## src/rtl/fetch_redirect_ctrl.sv

```systemverilog
// Fetch PC owner: arbitrates exc > ex_br > pd_br redirects, parks them across stalls, sequences IDLE.
// Latency: redirect lands in pc_IF1 one cycle after the unstalled request; pc_IF1 holds while stall_icache|stall_ib.
module fetch_redirect_ctrl #(
    parameter logic [31:0] RESET_PC = 32'h1c00_0000,
    parameter int          EPOCH_W  = 2
) (
    input  logic               clk,
    input  logic               rstn,
    input  logic [31:0]        pc_predict,
    input  logic               exc_valid,
    input  logic [31:0]        exc_pc,
    input  logic               ex_br,
    input  logic [31:0]        ex_br_pc,
    input  logic               pd_br,
    input  logic [31:0]        pd_br_pc,
    input  logic               idle_req,
    input  logic [31:0]        idle_pc,
    input  logic               stall_icache,
    input  logic               stall_ib,
    output logic [31:0]        pc_IF1,
    output logic               is_valid,
    output logic               flush_front,
    output logic [EPOCH_W-1:0] fetch_epoch
);

    typedef enum logic [1:0] {
        ST_RUN  = 2'd0,
        ST_HOLD = 2'd1,
        ST_IDLE = 2'd2
    } state_t;

    localparam logic [1:0] PRI_EXC = 2'd2;
    localparam logic [1:0] PRI_EX  = 2'd1;
    localparam logic [1:0] PRI_PD  = 2'd0;

    state_t             r_state;
    state_t             w_state_nxt;
    logic [31:0]        r_pc;
    logic [31:0]        w_pc_nxt;
    logic [31:0]        r_pend_pc;
    logic [31:0]        w_pend_pc_nxt;
    logic [1:0]         r_pend_pri;
    logic [1:0]         w_pend_pri_nxt;
    logic [EPOCH_W-1:0] r_epoch;
    logic               r_rel;

    logic               w_stall;
    logic               w_win_vld;
    logic [1:0]         w_win_pri;
    logic [31:0]        w_win_pc;
    logic               w_win_ge;
    logic               w_flush;

    assign w_stall = stall_icache | stall_ib;

    always_comb begin
        w_win_vld = 1'b0;
        w_win_pri = PRI_PD;
        w_win_pc  = pd_br_pc;
        if (exc_valid) begin
            w_win_vld = 1'b1;
            w_win_pri = PRI_EXC;
            w_win_pc  = exc_pc;
        end else if (ex_br) begin
            w_win_vld = 1'b1;
            w_win_pri = PRI_EX;
            w_win_pc  = ex_br_pc;
        end else if (pd_br) begin
            w_win_vld = 1'b1;
        end
    end

    // Equal priority replaces the parked entry so the youngest redirect survives.
    assign w_win_ge = w_win_vld && (w_win_pri >= r_pend_pri);

    always_comb begin
        w_state_nxt    = r_state;
        w_pc_nxt       = r_pc;
        w_pend_pc_nxt  = r_pend_pc;
        w_pend_pri_nxt = r_pend_pri;
        case (r_state)
            ST_RUN: begin
                if (idle_req && !exc_valid) begin
                    w_pc_nxt    = idle_pc;
                    w_state_nxt = ST_IDLE;
                end else if (w_win_vld) begin
                    if (w_stall) begin
                        w_pend_pc_nxt  = w_win_pc;
                        w_pend_pri_nxt = w_win_pri;
                        w_state_nxt    = ST_HOLD;
                    end else begin
                        w_pc_nxt = w_win_pc;
                    end
                end else if (!w_stall) begin
                    w_pc_nxt = pc_predict;
                end
            end
            ST_HOLD: begin
                if (w_stall) begin
                    if (w_win_ge) begin
                        w_pend_pc_nxt  = w_win_pc;
                        w_pend_pri_nxt = w_win_pri;
                    end
                end else begin
                    w_pc_nxt    = w_win_ge ? w_win_pc : r_pend_pc;
                    w_state_nxt = ST_RUN;
                end
            end
            ST_IDLE: begin
                // Wake does not wait for the stall: nothing is being looked up while idle.
                if (exc_valid) begin
                    w_pc_nxt    = exc_pc;
                    w_state_nxt = ST_RUN;
                end
            end
            default: begin
                w_state_nxt = ST_RUN;
            end
        endcase
    end

    assign w_flush = exc_valid | (ex_br & (r_state != ST_IDLE));

    always_ff @(posedge clk or negedge rstn) begin
        if (!rstn) begin
            r_state    <= ST_RUN;
            r_pc       <= RESET_PC;
            r_pend_pc  <= 32'd0;
            r_pend_pri <= PRI_PD;
            r_epoch    <= '0;
            r_rel      <= 1'b0;
        end else begin
            r_state    <= w_state_nxt;
            r_pc       <= w_pc_nxt;
            r_pend_pc  <= w_pend_pc_nxt;
            r_pend_pri <= w_pend_pri_nxt;
            r_rel      <= 1'b1;
            if (w_flush) begin
                r_epoch <= r_epoch + EPOCH_W'(1);
            end
        end
    end

    assign pc_IF1      = r_pc;
    assign fetch_epoch = r_epoch;
    assign flush_front = w_flush;
    assign is_valid    = (r_state == ST_RUN) & ~w_stall & ~exc_valid & ~ex_br & ~pd_br
                       & ~idle_req & r_rel;

endmodule

```

## config.mk

```make
export PLATFORM = sky130hd
export DESIGN_NAME = fetch_redirect_ctrl
export DESIGN_NICKNAME = d
export VERILOG_FILES = /design/src/rtl/fetch_redirect_ctrl.sv
export SDC_FILE = /design/constraint.sdc
export NUM_CORES = 1
export LEC_CHECK = 0
export CAP_MARGIN = 20
export CELL_PAD_IN_SITES_DETAIL_PLACEMENT = 1
export CELL_PAD_IN_SITES_GLOBAL_PLACEMENT = 1
export CORE_UTILIZATION = 29
export DETAILED_ROUTE_END_ITERATION = 12
export PLACE_DENSITY = 0.77
export SYNTH_ARGS = -nofsm -noshare
export SYNTH_HDL_FRONTEND = slang
export SYNTH_SLANG_ARGS = --single-unit
```

## constraint.sdc

```tcl
create_clock -name clk -period 2.31 [get_ports clk]
set_clock_uncertainty 0.2 [all_clocks]
set_input_delay 0.693 -clock clk [delete_from_list [all_inputs] [get_ports clk]]
set_output_delay 0.693 -clock clk [all_outputs]
set_load 0.02 [all_outputs]
```

Yosys cells after proc, flatten, opt, wreduce, memory -nomap -nowiden
Index checks and enable logic that the tools add are counted.
{ "word_totals": {"word_cells": 77, "inputBits": 168, "ff_bits": 71} }
{ "classes": {"add_sub_neg": 1, "mux": 32, "n_bitwise": 14, "eq_ne": 13, "reduce_logical": 10, "magnitude_cmp": 1} }
{ "op_table": {"columns": ["operator", "n"], "rows": [
  ["$mux 32", 13],
  ["$pmux 32 s3", 1],
  ["$pmux 32 s2", 1],
  ["$mux 2", 11],
  ["$ne 2x2->1 const B", 8],
  ["$ne 3x3->1 const B", 3],
  ["$reduce_and 4->1", 2],
  ["$and 1x1->1", 7],
  ["$pmux 2 s3", 1],
  ["$reduce_and 6->1", 1],
  ["$not 1->1", 5],
  ["$reduce_and 5->1", 1],
  ["$mux 1", 4],
  ["$pmux 2 s2", 1],
  ["$reduce_bool 3->1", 1],
  ["$add 2x1->2 const B", 1],
  ["$eq 2x1->1 const B", 1],
  ["$eq 2x2->1 const B", 1],
  ["$ge 2x2->1", 1],
  ["$logic_and 1x1->1", 2],
  ["$logic_not 2->1", 1],
  ["$or 1x1->1", 2],
  ["$reduce_bool 2->1", 1],
  ["$logic_not 1->1", 1]
]} }

Logic depth before layout (Yosys ltp)
{ "logic_depth": {"ltp_word": 8, "mapped_depth": 13} }

Least setup slack after synthesis
OpenSTA, ideal clock, no wires.
{ "synth_timing": {"path_type": "input port to flip-flop", "start": "input exc_valid", "end": "register r_pc[14], in the netlist pc_IF1[14]", "required_time_ns": 1.983, "path_buffers": 5, "cell_stages": 12, "arrival_time_ns": 2.859, "slack_ns": -0.876, "path_cell_list": "buf_4 > buf_4 > buf_2 > buf_2 > nand2b_1 > ha_1 > nand2b_1 > a21oi_2 > clkbuf_1 > nor4_1 > a311oi_1 > o31ai_2"} }
{ "synth_via": {"elab_chain_len": 6, "elab_cells_between_ends": 16, "cone_classes": "order compare (1); eq/ne (2); mux (9); reduce/logical (4)"} }
{ "synth_lines": {"columns": ["item", "line_no", "text"], "rows": [
  ["start: declaration", "10", "input logic exc_valid,"],
  ["$mux 2", "60", "if (exc_valid) begin"],
  ["$ge 2x2->1", "74", "assign w_win_ge = w_win_vld && (w_win_pri >= r_pend_pri);"],
  ["$logic_and 1x1->1", "74", null],
  ["$mux 32", null, null],
  ["$mux 32", "99", "if (w_stall) begin"],
  ["$pmux 32 s3", "81", "case (r_state)"],
  ["end signal: assignment", "134", "r_pc <= w_pc_nxt;"],
  ["end: declaration", "38", "logic [31:0] r_pc;"]
]} }
Parallel ways exist; a longest one is shown, timed or not. The select of a mux whose other input is x is not followed.
A chain may end at the register's enable or synchronous reset.

Final worst setup path
{ "layout_timing": {"start": "input exc_valid", "end": "register r_pend_pri[1]"} }
{ "layout_via": {"elab_chain_len": 5, "elab_cells_between_ends": 16, "cone_classes": "order compare (1); eq/ne (3); mux (8); reduce/logical (4)"} }
{ "layout_lines": {"columns": ["item", "line_no", "text"], "rows": [
  ["$mux 2", "60", null],
  ["$ge 2x2->1 or $mux 2 (tied branches)", "74, 87", null],
  ["$logic_and 1x1->1 or $mux 2 (tied branches)", "74, 86", null],
  ["$ne 2x2->1 (no source line) or $mux 2 (tied branches)", null, null],
  ["$reduce_and 6->1 (no source line) or $pmux 2 s2 (tied branches)", null, null],
  ["end signal: assignment", "136", "r_pend_pri <= w_pend_pri_nxt;"],
  ["end: declaration", "42", "logic [1:0] r_pend_pri;"]
]} }
Parallel ways exist; a longest one is shown, timed or not. The select of a mux whose other input is x is not followed.

==> results.py <==
metrics = {
    "logic_synthesis": {
        "ys_types": 39,
        "yosys.area_share.simple_pct": 26.0,
        "synth_top_family_by_area": "compound AO/OA/AOI/OAI gates",
        "synth-compound-area-share_pct": 26.3,
        "postSynth.asyncResetShare_pct": 100,
        "synth_edf_count": 0,
        "synth_fa_ha_area_share_pct": 1.34,
        "syn_area_mm2": 0.00561,
        "ys_seq_area_share_pct": 31.8,
        "synthMuxAreaShare_pct": 6.87,
        "synthFlopType": "dfrtp_1",
        "ys_warn_count": 0,
        "syn_area_per_cell_um2": 7.47,
        "syn_nets": 924,
        "ys_ff_latch": 71,
        "synthXorXnorAreaFrac_pct": 0.313,
        "syn_inst": 750,
    },
    "drt": {
        "wl_per_cell_um": 19.9,
        "vias_per_cell": 5.31,
        "wl_um": 24500,
        "firstDrtPassIters": 5,
        "antenna_left": 0,
        "drc_errors": 0,
        "dr.first_iter.drc_count": 303,
        "vias": 6531,
    },
    "setup_path": {
        "crit_chain": "buf_6, buf_8, nand2b_4, ha_4, nand2b_4, a21oi_4, a2111o_2, buf_12, mux2_4",
        "max_stage_delay_ns": 0.48,
        "crit_fanout": 6,
        "cp-start-kind": "primary input",
        "rrSetupSlack_ns": 0.10,
        "critPathSlowestCell": "a2111o_2",
        "reg2reg_to": "pc_IF1[12]",
        "worst-setup-path-type": "primary input to register",
        "r2r_cells": 8,
        "reg2reg_from": "r_state[1]",
        "crit_end": "r_pend_pri[1]",
        "cp.required_ns": 2.33,
        "crit_path_frequent_cell": "nand2b_4",
        "crit_arrival_ns": 2.44,
        "critPathLaunch": "exc_valid",
        "worstSetupEndpointType": "register",
    },
    "sta": {
        "fin_crit_ns": 2.41,
        "slew_viol_final": 0,
        "fmax_mhz": 414,
        "fin_setup_tns_ns": -2.53,
        "fin_hold_ws_ns": 0.0707,
        "setup_ws_ns": -0.104,
        "setup_viol": 45,
        "post-route-period-util_pct": 104,
        "hold_violations": 0,
        "rsz0062_at_grt": "true",
    },
    "clocking": {
        "cts_sinks": 71,
        "cts_root_buffer": "clkbuf_16",
        "tritoncts": "yes",
        "clk_pin_slew_ns": 0.06,
        "clock_latency_ns": 0.34,
        "postCtsHoldBufs": 0,
        "cts.path.max_buffers": 2,
        "htree_num_levels": 3,
        "numCtsBuffers": 9,
    },
    "grt": {
        "grt_pass1_vias": 6783,
        "grt-ovfl-total": 0,
        "grt_pass1_wl_um": 36500,
        "antenna_found_initial": 0,
        "grtUsageTotal_pct": 23.5,
        "grt_max_degree": 47,
    },
    "finish": {
        "fillCellCount": 2170,
        "area_growth_pct": 68.1,
        "stdcell_count": 1231,
        "drive_gt1_share_pct": 23.2,
        "final_nets": 1140,
        "n_antenna_cell": 0,
        "fin_area_mm2": 0.00943,
    },
    "floorplan": {
        "fp-row-count": 50,
        "die_h_um": 141,
        "start_util_pct": 29.8,
        "fp.dieArea_mm2": 0.0199,
        "core_area_mm2": 0.0188,
        "fp.dieW_um": 141,
        "ios": 204,
    },
    "outcome": {
        "status": "finished, violations left",
        "violations": "negative setup slack",
    },
    "hold_path": {
        "hold_class": "primary input to asynchronous set/reset pin",
    },
    "place": {
        "placed_area_mm2": 0.00823,
        "place.detailed.hpwl_um": 15000,
        "gp_congestion": 0.790,
        "place_inst": 1179,
        "io_buffers": 203,
    },
    "power_and_ir_drop": {
        "leakage_nw": 3.66,
        "power.density_mw_per_mm2": 1150,
        "ir_drop_uv": 646,
    },
    "flow_run": {
        "maxCapViolations": 0,
    },
}
==> per-layer routing <==
metal / track usage (%) / wire length, µm / share of wire [%] / up-vias
met3: 3.43 / 1190 / 4.8 / 29
met1: 30.0 / 10600 / 43 / 3194
met2: 41.2 / 12300 / 50 / 185
met5: 0 / 0 / 0 / -
met4: 6.64 / 437 / 1.8 / 0
li1: - / - / - / 3123
==> registers in the layout (all words and copies together), names as in the netlist <==
| name | count |
|---|---|
| pc_IF1 | 32 |
| r_pend_pc | 32 |
| r_rel | 1 |
| r_pend_pri | 2 |
| fetch_epoch | 2 |
| r_state | 2 |
==> repair_timing <==
action	4_1_cts	5_1_grt
resized for setup	74	52
buffers inserted	16	10
endpoints found under the setup margin	71	68
cloned	7	6
endpoints found under the hold margin	0	0
pin swaps	17	22
==> metrics by stage <==
step | setup WS [ns] | util, % | power, mW
5_1_grt | -0.154 | 50.1 | 11.5
4_1_cts | -0.0784 | 47.9 | 10.5
2_1_floorplan | -0.601 | - | 6.10
3_3_place_gp | -1.14 | 43.7 | 8.01
3_5_place_dp | -1.13 | 43.7 | 8.16
6_report | -0.104 | 50.1 | 10.9
==> worst max-delay path: cells and delay by family <==
kind | cells | cell delay (ns)
adder cells (fa/ha/maj) | 1 | 0.25
AND/OR/NAND/NOR | 2 | 0.27
AO/OA/AOI/OAI | 2 | 0.54
buffers and inverters | 3 | 0.40
multiplexers | 1 | 0.29
==> cell type report <==
type                       count  area [µm²]  area share [%]
sequential                    71        1780            18.9
timing repair buffer         281        3070            32.6
tap                          260         325            3.45
multi-input combinational    599        3950            41.9
clock buffer                  12         256            2.72
inverter                       4        15.0           0.159
clock inverter                 4        20.0           0.212
==> worst min-delay path by stage <==
stage	to	slack [ns]	start
global placement	pc_IF1[26]	0.26	pc_IF1[26]
finish	r_pend_pc[24]	0.07	rstn
detailed placement	pc_IF1[4]	0.27	pc_IF1[4]
floorplan	fetch_epoch[0]	0.20	rstn
CTS	r_pend_pc[24]	0.09	rstn
global route	r_pend_pc[23]	0.10	rstn
==> cells in the final DEF, fill, tap and decap left out, drive strengths merged <==
master / n
inv: 4
o211ai: 44
xor2: 1
nor3: 14
ha: 6
xnor2: 1
buf: 79
nand3: 1
clkdlybuf4s50: 191
dfstp: 3
bufbuf: 1
a311oi: 32
or3: 2
clkinv: 4
nor2: 85
nor4: 20
a31oi: 32
dlygate4sd2: 4
mux2: 33
dfrtp: 68
clkdlybuf4s15: 2
conb: 1
or2: 2
nand2b: 35
o31ai: 32
nand2: 182
a21o: 1
a311o: 1
a21oi: 3
a2111o: 1
a22o: 1
o21ai: 67
mux2i: 1
clkbuf: 16
o2bb2ai: 1
==> power breakdown <==
group | switching, mW | internal, mW
Sequential | 0.425 | 1.91
Combinational | 3.83 | 3.33
Clock | 0.587 | 0.780
Total | 4.85 | 6.02
==> cell families (layout without fill, tap and decap cells) <==
kind of cell,count (synthesis),after routing
fa+ha+maj,6,6
simple gates,341,341
other cells,1,1
mux,34,34
xor+xnor,2,2
flops,71,71
compound gates,215,215
buf+inv,80,301
==> synth_stat cells, types with 2 or more instances <==
cell | count | area, µm²
a21oi_1 | 2 | 10.0
a311oi_1 | 32 | 280
a31oi_1 | 32 | 200
buf_1 | 4 | 15.0
buf_2 | 19 | 95.1
buf_4 | 11 | 82.6
buf_6 | 6 | 67.6
clkbuf_1 | 36 | 135
dfrtp_1 | 68 | 1700
dfstp_2 | 3 | 78.8
ha_1 | 6 | 75.1
inv_1 | 4 | 15.0
mux2_2 | 32 | 360
nand2_1 | 182 | 683
nand2b_1 | 34 | 213
nor2_1 | 85 | 319
nor3_1 | 13 | 65.1
nor4_1 | 20 | 125
o211ai_1 | 44 | 330
o21ai_0 | 36 | 180
o21ai_1 | 31 | 155
o31ai_1 | 29 | 218
o31ai_2 | 3 | 37.5
or2_1 | 2 | 12.5
or3_1 | 2 | 12.5
(Power assumes the default switching activity.)
